File: config.mk
export PLATFORM = sky130hd
export DESIGN_NAME = ysyx_25040129_wbu
export DESIGN_NICKNAME = d
export VERILOG_FILES = /design/src/rtl/ysyx_25040129_wbu.sv
export SDC_FILE = /design/constraint.sdc
export NUM_CORES = 2
export LEC_CHECK = 0
export BUFFER_PORTS_ARGS = -buffer_cell sky130_fd_sc_hd__buf_2
export CAP_MARGIN = 0
export CORE_ASPECT_RATIO = 1.1
export CORE_MARGIN = 2
export CORE_UTILIZATION = 60
export CTS_BUF_LIST = sky130_fd_sc_hd__clkbuf_8 sky130_fd_sc_hd__clkbuf_16
export DETAILED_ROUTE_END_ITERATION = 8
export PLACE_DENSITY_LB_ADDON = 0.1
export SYNTH_ARGS = -nofsm -noshare
export SYNTH_HDL_FRONTEND = slang
export SYNTH_SLANG_ARGS = --single-unit
File: constraint.sdc
create_clock -name clk -period 3.6 [get_ports clk]
set_input_delay 0.18 -clock clk [delete_from_list [all_inputs] [get_ports clk]]
set_output_delay 0.18 -clock clk [all_outputs]
set_load 0.05 [all_outputs]
File: src/rtl/ysyx_25040129_wbu.sv
// Write-back/commit stage: retires one instruction per handshake, updates the
// GPR file and machine CSRs, and issues a one-cycle PC redirect to the IFU.
module ysyx_25040129_wbu #(
    parameter int unsigned NREGS  = 16,
    parameter int unsigned RA_W   = 4,
    parameter int unsigned CSR_AW = 12
) (
    input  logic              clk,
    input  logic              rst,
    input  logic              is_req_valid_from_lsu,
    output logic              is_req_ready_to_lsu,
    input  logic [31:0]       pc_in,
    input  logic [31:0]       result_in,
    input  logic              reg_write_in,
    input  logic [RA_W-1:0]   rd_in,
    input  logic              csr_write_in,
    input  logic [CSR_AW-1:0] csr_addr_in,
    input  logic [31:0]       csr_wdata_in,
    input  logic              ecall_in,
    input  logic              mret_in,
    input  logic              is_branch_in,
    input  logic [31:0]       branch_target_in,
    input  logic              fence_i_in,
    input  logic [RA_W-1:0]   rs1_addr,
    output logic [31:0]       rs1_data,
    input  logic [RA_W-1:0]   rs2_addr,
    output logic [31:0]       rs2_data,
    input  logic [CSR_AW-1:0] csr_raddr,
    output logic [31:0]       csr_rdata,
    output logic              redirect_valid,
    output logic [31:0]       redirect_pc,
    output logic              fence_i_flush,
    output logic [31:0]       retire_count
);

    localparam logic [CSR_AW-1:0] CSR_MSTATUS = CSR_AW'(12'h300);
    localparam logic [CSR_AW-1:0] CSR_MTVEC   = CSR_AW'(12'h305);
    localparam logic [CSR_AW-1:0] CSR_MEPC    = CSR_AW'(12'h341);
    localparam logic [CSR_AW-1:0] CSR_MCAUSE  = CSR_AW'(12'h342);

    localparam logic [31:0] MSTATUS_RST = 32'h0000_1800;
    localparam int unsigned MIE_BIT  = 3;
    localparam int unsigned MPIE_BIT = 7;

    typedef enum logic {
        ST_RUN      = 1'b0,
        ST_REDIRECT = 1'b1
    } state_e;

    state_e      state_q, state_d;
    logic        redirect_valid_q, redirect_valid_d;
    logic [31:0] redirect_pc_q, redirect_pc_d;
    logic        fence_i_flush_q, fence_i_flush_d;
    logic [31:0] retire_count_q, retire_count_d;
    logic [31:0] mstatus_q, mstatus_d;
    logic [31:0] mtvec_q, mtvec_d;
    logic [31:0] mepc_q, mepc_d;
    logic [31:0] mcause_q, mcause_d;
    logic [31:0] gpr_q [NREGS];
    logic [31:0] gpr_d [NREGS];

    logic commit;
    logic is_ctrl;
    logic gpr_wen;

    assign is_req_ready_to_lsu = (state_q == ST_RUN);
    assign commit  = is_req_valid_from_lsu && is_req_ready_to_lsu;
    assign is_ctrl = ecall_in || mret_in || is_branch_in || fence_i_in;
    assign gpr_wen = commit && reg_write_in && (rd_in != '0);

    assign redirect_valid = redirect_valid_q;
    assign redirect_pc    = redirect_pc_q;
    assign fence_i_flush  = fence_i_flush_q;
    assign retire_count   = retire_count_q;

    // Control FSM: a control commit costs exactly one bubble cycle carrying the redirect.
    always_comb begin
        state_d          = state_q;
        redirect_valid_d = 1'b0;
        fence_i_flush_d  = 1'b0;
        redirect_pc_d    = redirect_pc_q;
        unique case (state_q)
            ST_RUN: begin
                if (commit && is_ctrl) begin
                    state_d          = ST_REDIRECT;
                    redirect_valid_d = 1'b1;
                    fence_i_flush_d  = fence_i_in;
                    if (ecall_in) begin
                        redirect_pc_d = mtvec_q;
                    end else if (mret_in) begin
                        redirect_pc_d = mepc_q;
                    end else if (is_branch_in) begin
                        redirect_pc_d = branch_target_in;
                    end else begin
                        redirect_pc_d = pc_in + 32'd4;
                    end
                end
            end
            ST_REDIRECT: begin
                state_d = ST_RUN;
            end
            default: begin
                state_d = ST_RUN;
            end
        endcase
    end

    // CSR update: explicit write first, then ecall/mret field overrides.
    always_comb begin
        mstatus_d = mstatus_q;
        mtvec_d   = mtvec_q;
        mepc_d    = mepc_q;
        mcause_d  = mcause_q;
        if (commit && csr_write_in) begin
            case (csr_addr_in)
                CSR_MSTATUS: mstatus_d = csr_wdata_in;
                CSR_MTVEC:   mtvec_d   = {csr_wdata_in[31:2], 2'b00};
                CSR_MEPC:    mepc_d    = {csr_wdata_in[31:2], 2'b00};
                CSR_MCAUSE:  mcause_d  = csr_wdata_in;
                default: ;
            endcase
        end
        if (commit && ecall_in) begin
            mepc_d              = {pc_in[31:2], 2'b00};
            mcause_d            = 32'd11;
            mstatus_d[MPIE_BIT] = mstatus_d[MIE_BIT];
            mstatus_d[MIE_BIT]  = 1'b0;
        end else if (commit && mret_in) begin
            mstatus_d[MIE_BIT]  = mstatus_d[MPIE_BIT];
            mstatus_d[MPIE_BIT] = 1'b1;
            mstatus_d[12:11]    = 2'b11;
        end
    end

    // GPR next state and retire counter.
    always_comb begin
        for (int i = 0; i < int'(NREGS); i++) begin
            gpr_d[i] = gpr_q[i];
        end
        if (gpr_wen) begin
            gpr_d[rd_in] = result_in;
        end
        retire_count_d = retire_count_q + (commit ? 32'd1 : 32'd0);
    end

    // Combinational GPR read ports with same-cycle write bypass; x0 reads zero.
    always_comb begin
        rs1_data = 32'd0;
        rs2_data = 32'd0;
        if (rs1_addr != '0) begin
            rs1_data = (gpr_wen && rd_in == rs1_addr) ? result_in : gpr_q[rs1_addr];
        end
        if (rs2_addr != '0) begin
            rs2_data = (gpr_wen && rd_in == rs2_addr) ? result_in : gpr_q[rs2_addr];
        end
    end

    // CSR read port, no bypass; unimplemented addresses read zero.
    always_comb begin
        csr_rdata = 32'd0;
        case (csr_raddr)
            CSR_MSTATUS: csr_rdata = mstatus_q;
            CSR_MTVEC:   csr_rdata = mtvec_q;
            CSR_MEPC:    csr_rdata = mepc_q;
            CSR_MCAUSE:  csr_rdata = mcause_q;
            default: ;
        endcase
    end

    // State registers; reset discards any in-flight commit or pending redirect.
    always_ff @(posedge clk) begin
        if (rst) begin
            state_q          <= ST_RUN;
            redirect_valid_q <= 1'b0;
            redirect_pc_q    <= 32'd0;
            fence_i_flush_q  <= 1'b0;
            retire_count_q   <= 32'd0;
            mstatus_q        <= MSTATUS_RST;
            mtvec_q          <= 32'd0;
            mepc_q           <= 32'd0;
            mcause_q         <= 32'd0;
            for (int i = 0; i < int'(NREGS); i++) begin
                gpr_q[i] <= 32'd0;
            end
        end else begin
            state_q          <= state_d;
            redirect_valid_q <= redirect_valid_d;
            redirect_pc_q    <= redirect_pc_d;
            fence_i_flush_q  <= fence_i_flush_d;
            retire_count_q   <= retire_count_d;
            mstatus_q        <= mstatus_d;
            mtvec_q          <= mtvec_d;
            mepc_q           <= mepc_d;
            mcause_q         <= mcause_d;
            for (int i = 0; i < int'(NREGS); i++) begin
                gpr_q[i] <= gpr_d[i];
            end
        end
    end

endmodule

==> impl_results.html <==
<table>
<tr><th>Metric</th><th>Value</th></tr>
<tr><th colspan="2">Run status</th></tr>
<tr><td>Run status</td><td>complete, but fails checks</td></tr>
<tr><td>Violated checks</td><td>design-rule violations</td></tr>
<tr><th colspan="2">Floorplanning</th></tr>
<tr><td>Starting utilization of the core area</td><td>between 60% and 70%</td></tr>
<tr><td>Area enclosed by the die boundary</td><td>0.06073 mm²</td></tr>
<tr><td>Area inside the core boundary</td><td>approximately 0.058 mm²</td></tr>
<tr><td>Ports placed on the boundary</td><td>about 340</td></tr>
<tr><td>Cell row count</td><td>93</td></tr>
<tr><td>Die Width</td><td>~240 µm</td></tr>
<tr><td>Height of the chip</td><td>between 200 and 300 µm</td></tr>
<tr><th colspan="2">Logic synthesis</th></tr>
<tr><td>Async set-or-reset flop fraction in the synthesized netlist</td><td>0%</td></tr>
<tr><td>Post-synthesis sequential area ratio</td><td>between 30 and 40%</td></tr>
<tr><td>Count of distinct cell types in the synthesized netlist</td><td>between 60 and 70</td></tr>
<tr><td>Dominant cell type by area after synthesis</td><td>dfxtp_1</td></tr>
<tr><td>Synthesized area per cell</td><td>around 8.7 µm²</td></tr>
<tr><td>Warnings, synthesis</td><td>0</td></tr>
<tr><td>EDFF count, synth</td><td>0</td></tr>
<tr><td>Most used flip-flop cell after synthesis</td><td>dfxtp_1</td></tr>
<tr><td>Most area-consuming cells after synthesis</td><td>dfxtp_1 (40%), mux4_2 (20%), nand2_1 (14%)</td></tr>
<tr><td>Total of flip-flops plus latches after synthesis</td><td>roughly 700</td></tr>
<tr><td>Synthesized cell area</td><td>roughly 0.035 mm²</td></tr>
<tr><td>Net count after synthesis</td><td>4,224</td></tr>
<tr><td>Area fraction of the dominant cell type after synthesis</td><td>about two fifths</td></tr>
<tr><td>Synth Instances</td><td>between 4,000 and 5,000</td></tr>
<tr><th colspan="2">Route</th></tr>
<tr><td>Remaining antenna violation count after routing</td><td>0</td></tr>
<tr><td>Total DRC errors in the routed layout</td><td>3</td></tr>
<tr><td>Iteration-0 DRC Markers</td><td>a little under 4,000</td></tr>
<tr><td>Total via count in the routed design</td><td>32,730</td></tr>
<tr><td>Routed length per instance</td><td>23.92 µm</td></tr>
<tr><td>Detailed-route vias per instance</td><td>~6.4</td></tr>
<tr><td>Iteration count of the initial detailed-routing pass</td><td>9</td></tr>
<tr><td>Drt total wl</td><td>about 120 mm</td></tr>
<tr><th colspan="2">Place</th></tr>
<tr><td>Number of placed cells counting well taps</td><td>4,850</td></tr>
<tr><td>Post-DP Area</td><td>about 0.038 mm²</td></tr>
<tr><td>Post-DP HPWL</td><td>74.92 mm</td></tr>
<tr><td>Final Wtd Congestion</td><td>~0.91</td></tr>
<tr><td>Number of buffers inserted by port buffering</td><td>~340</td></tr>
<tr><th colspan="2">Pwr</th></tr>
<tr><td>Static leakage</td><td>around 0.014 µW</td></tr>
<tr><td>Power density over the cells</td><td>approximately 430 mW/mm²</td></tr>
<tr><td>Power Total</td><td>17,730 µW</td></tr>
<tr><td>IR drop worst, VDD</td><td>roughly 0.00038 V</td></tr>
<tr><th colspan="2">Critical path</th></tr>
<tr><td>Top fanout value on the critical path</td><td>32</td></tr>
<tr><td>Worst setup EP type</td><td>primary output</td></tr>
<tr><td>Reg2Reg Capture Point</td><td>mstatus_q[20]$_SDFFE_PP0P_</td></tr>
<tr><td>Required arrival time at the worst endpoint</td><td>3420 ps</td></tr>
<tr><td>Slack of the worst reg-to-reg path</td><td>810 ps</td></tr>
<tr><td>Length in cells of the worst reg-to-reg path</td><td>8</td></tr>
<tr><td>Arrival time at the worst endpoint</td><td>~3100 ps</td></tr>
<tr><td>Classification of the worst setup path</td><td>reg2out</td></tr>
<tr><td>Start of the worst register-to-register path</td><td>state_q$_SDFF_PP0_</td></tr>
<tr><td>Crit path launch type</td><td>flip-flop</td></tr>
<tr><th colspan="2">Timing</th></tr>
<tr><td>Setup-violating endpoint count in the final report</td><td>0</td></tr>
<tr><td>Setup repair after global routing missed its margin</td><td>false</td></tr>
<tr><td>Crit share post-route</td><td>between 80% and 90%</td></tr>
<tr><td>Total Negative Setup Slacks</td><td>0 ps</td></tr>
<tr><td>Least-Margin Pin Slew</td><td>around 1200 ps</td></tr>
<tr><td>Max Clock Skew</td><td>about 23 ps</td></tr>
<tr><td>Pins Over Slew Limit</td><td>0</td></tr>
<tr><td>Maximum clock frequency</td><td>around 0.31 GHz</td></tr>
<tr><td>Worst relative slew slack</td><td>18.97%</td></tr>
<tr><td>Fin. Hold Viols</td><td>0</td></tr>
<tr><td>Final period demand of the worst path</td><td>about 3200 ps</td></tr>
<tr><th colspan="2">GRT</th></tr>
<tr><td>Remaining global-route overflow</td><td>0</td></tr>
<tr><td>Total global routing track utilization</td><td>39.31%</td></tr>
<tr><td>Pin count of the biggest net entering global routing</td><td>between 200 and 250</td></tr>
<tr><td>First-pass GRT wire length</td><td>between 150 and 200 mm</td></tr>
<tr><td>Number of global-route vias before repair</td><td>between 30,000 and 40,000</td></tr>
<tr><td>Antenna violations before repair</td><td>5</td></tr>
<tr><th colspan="2">Clock tree</th></tr>
<tr><td>Clock latency of the later-clocked register in the worst-skew pair</td><td>about 610 ps</td></tr>
<tr><td>CTS H-tree depth</td><td>3</td></tr>
<tr><td>Maximum clock insertion buffer count</td><td>3</td></tr>
<tr><td>Inserted Clock Buffers</td><td>between 70 and 80</td></tr>
<tr><td>CTS tree</td><td>built</td></tr>
<tr><td>Clock slew seen by the registers of the worst setup and hold paths</td><td>around 60 ps</td></tr>
<tr><td>Clock tree root buffer cell</td><td>clkbuf_16</td></tr>
<tr><td>Number of clock sinks</td><td>approximately 700</td></tr>
<tr><th colspan="2">Cells and area</th></tr>
<tr><td>Synthesis-to-finish area growth</td><td>17.16%</td></tr>
<tr><td>Final-stage net count</td><td>between 4,000 and 5,000</td></tr>
<tr><td>Fin cells</td><td>5,096</td></tr>
<tr><td>Proportion of layout cells with a drive suffix above 1</td><td>between 20% and 30%</td></tr>
<tr><td>Cell area after layout</td><td>0.04131 mm²</td></tr>
<tr><th colspan="2">Min path</th></tr>
<tr><td>Endpoint of the worst hold-timing path</td><td>redirect_pc[31]$_SDFFE_PP0P_</td></tr>
<tr><td>Hold Path Origin</td><td>branch_target_in[31]</td></tr>
<tr><td>Hold Crit Class</td><td>in2reg</td></tr>
<tr><td>Hold depth</td><td>5</td></tr>
<tr><th colspan="2">Flow run</th></tr>
<tr><td>Max cap viols</td><td>0</td></tr>
</table>
[critical path: stages (launching register included)]
cell,delay [ps]
dfxtp_1,340
nand3b_1,460
nor3_2,360
buf_4,520
nand2_1,160
o21ai_1,250
buf_2,340
[area by class of cell]
class / instances / area (µm²)
antenna: 3 / 7.507
fill: 4460 / 16980
timing repair buffer: 543 / 3826
clock buffer: 94 / 2161
multi-input combinational: 2877 / 19570
sequential: 702 / 14050
tap: 760 / 950.9
inverter: 76 / 285.3
clock inverter: 41 / 462.9
[routing by layer]
metal,vias up,track usage (%),wire (µm)
met2,2038,64.35,57150
met1,15700,49.45,44370
li1,14540,-,-
met3,452,7.680,13230
met4,6,21.34,7104
met5,-,0,31
[metrics by stage]
stage          hold WS, ps  utilization [%]  setup slack [ps]
2_1_floorplan        303.0                -             946.9
3_3_place_gp         439.0            64.50             929.9
3_5_place_dp         443.4            64.50             881.1
4_1_cts              3.855            70.85             440.5
5_1_grt              44.95            70.85             342.7
6_report             34.29            70.87             371.2
[placed cells by master, fill, tap and decap left out, drive strengths merged, types with 15 or more instances in the layout]
cell / n
o211ai: 15
clkinv: 19
nor2b: 39
o21ai: 91
clkbuf: 94
mux2i: 37
mux4: 320
dlygate4sd3: 108
inv: 85
nand2: 1336
dfxtp: 702
a222oi: 30
nand4: 18
nor2: 106
and3: 15
buf: 435
nor3: 39
a211oi: 33
xor2: 28
nand3: 32
a21oi: 597
xnor2: 31
[power by group]
part / internal (µW) / total (µW) / switching [µW]
clock: 4960 / 8250 / 3290
sequential: 7850 / 7920 / 65.5
combinational: 534 / 1570 / 1030
[synth_stat cells (6+ instances only)]
master,count
nor2b_1,39
o211ai_1,15
buf_2,57
a222oi_1,30
nand2_1,1336
dfxtp_1,702
mux2i_1,37
nor4_1,6
and4_1,8
xnor2_1,31
and2_1,6
mux4_2,320
buf_1,13
inv_1,74
and3_1,12
nand4_1,18
nor3_1,37
o32ai_1,7
a211oi_1,33
o41ai_1,6
a21oi_1,597
a31oi_1,6
clkbuf_1,318
a221oi_1,8
or3_1,9
o21ai_0,26
nand3_1,32
xor2_1,28
nor2_1,106
o21ai_1,65
[registers in the layout (all words and copies together) (netlist names)]
signal         flops
fence_i_flush      1
gpr_q            512
mcause_q          32
mepc_q            30
mstatus_q         32
mtvec_q           30
redirect_pc       32
retire_count      32
state_q            1
[repair_timing]
item / CTS / global route
hold endpoints to repair: 590 / 0
resized for setup: 0 / 0
setup buffers: 0 / 0
hold buffers: 108 / 0
[logic make-up (layout without fill, tap and decap cells)]
group                      after synthesis  after routing  share of synthesized area (%)
other                                    0              3                              0
and+or+nand+nor                       1636           1636                          18.82
AOI/OAI and AO/OA                      820            820                          12.94
DFF                                    702            702                          39.86
xor gates and xnor gates                59             59                          1.465
adders and majority gates                3              3                         0.1065
buffers and inverters                  469            754                          5.259
muxes                                  359            359                          21.55
[worst max path at each step]
stage,startpoint,to,slack (ps),cells past startpoint
after floorplan,state_q$_SDFF_PP0_,retire_count[30]$_SDFF_PP0_,950,10
after global routing,state_q$_SDFF_PP0_,rs1_data[19],340,6
after detailed placement,is_req_valid_from_lsu,retire_count[30]$_SDFF_PP0_,880,10
final,state_q$_SDFF_PP0_,rs1_data[19],370,6
after CTS,state_q$_SDFF_PP0_,rs1_data[19],440,6
after global placement,rs1_addr[0],rs1_data[23],930,7
No activity file was read; power rests on OpenSTA's default activity.
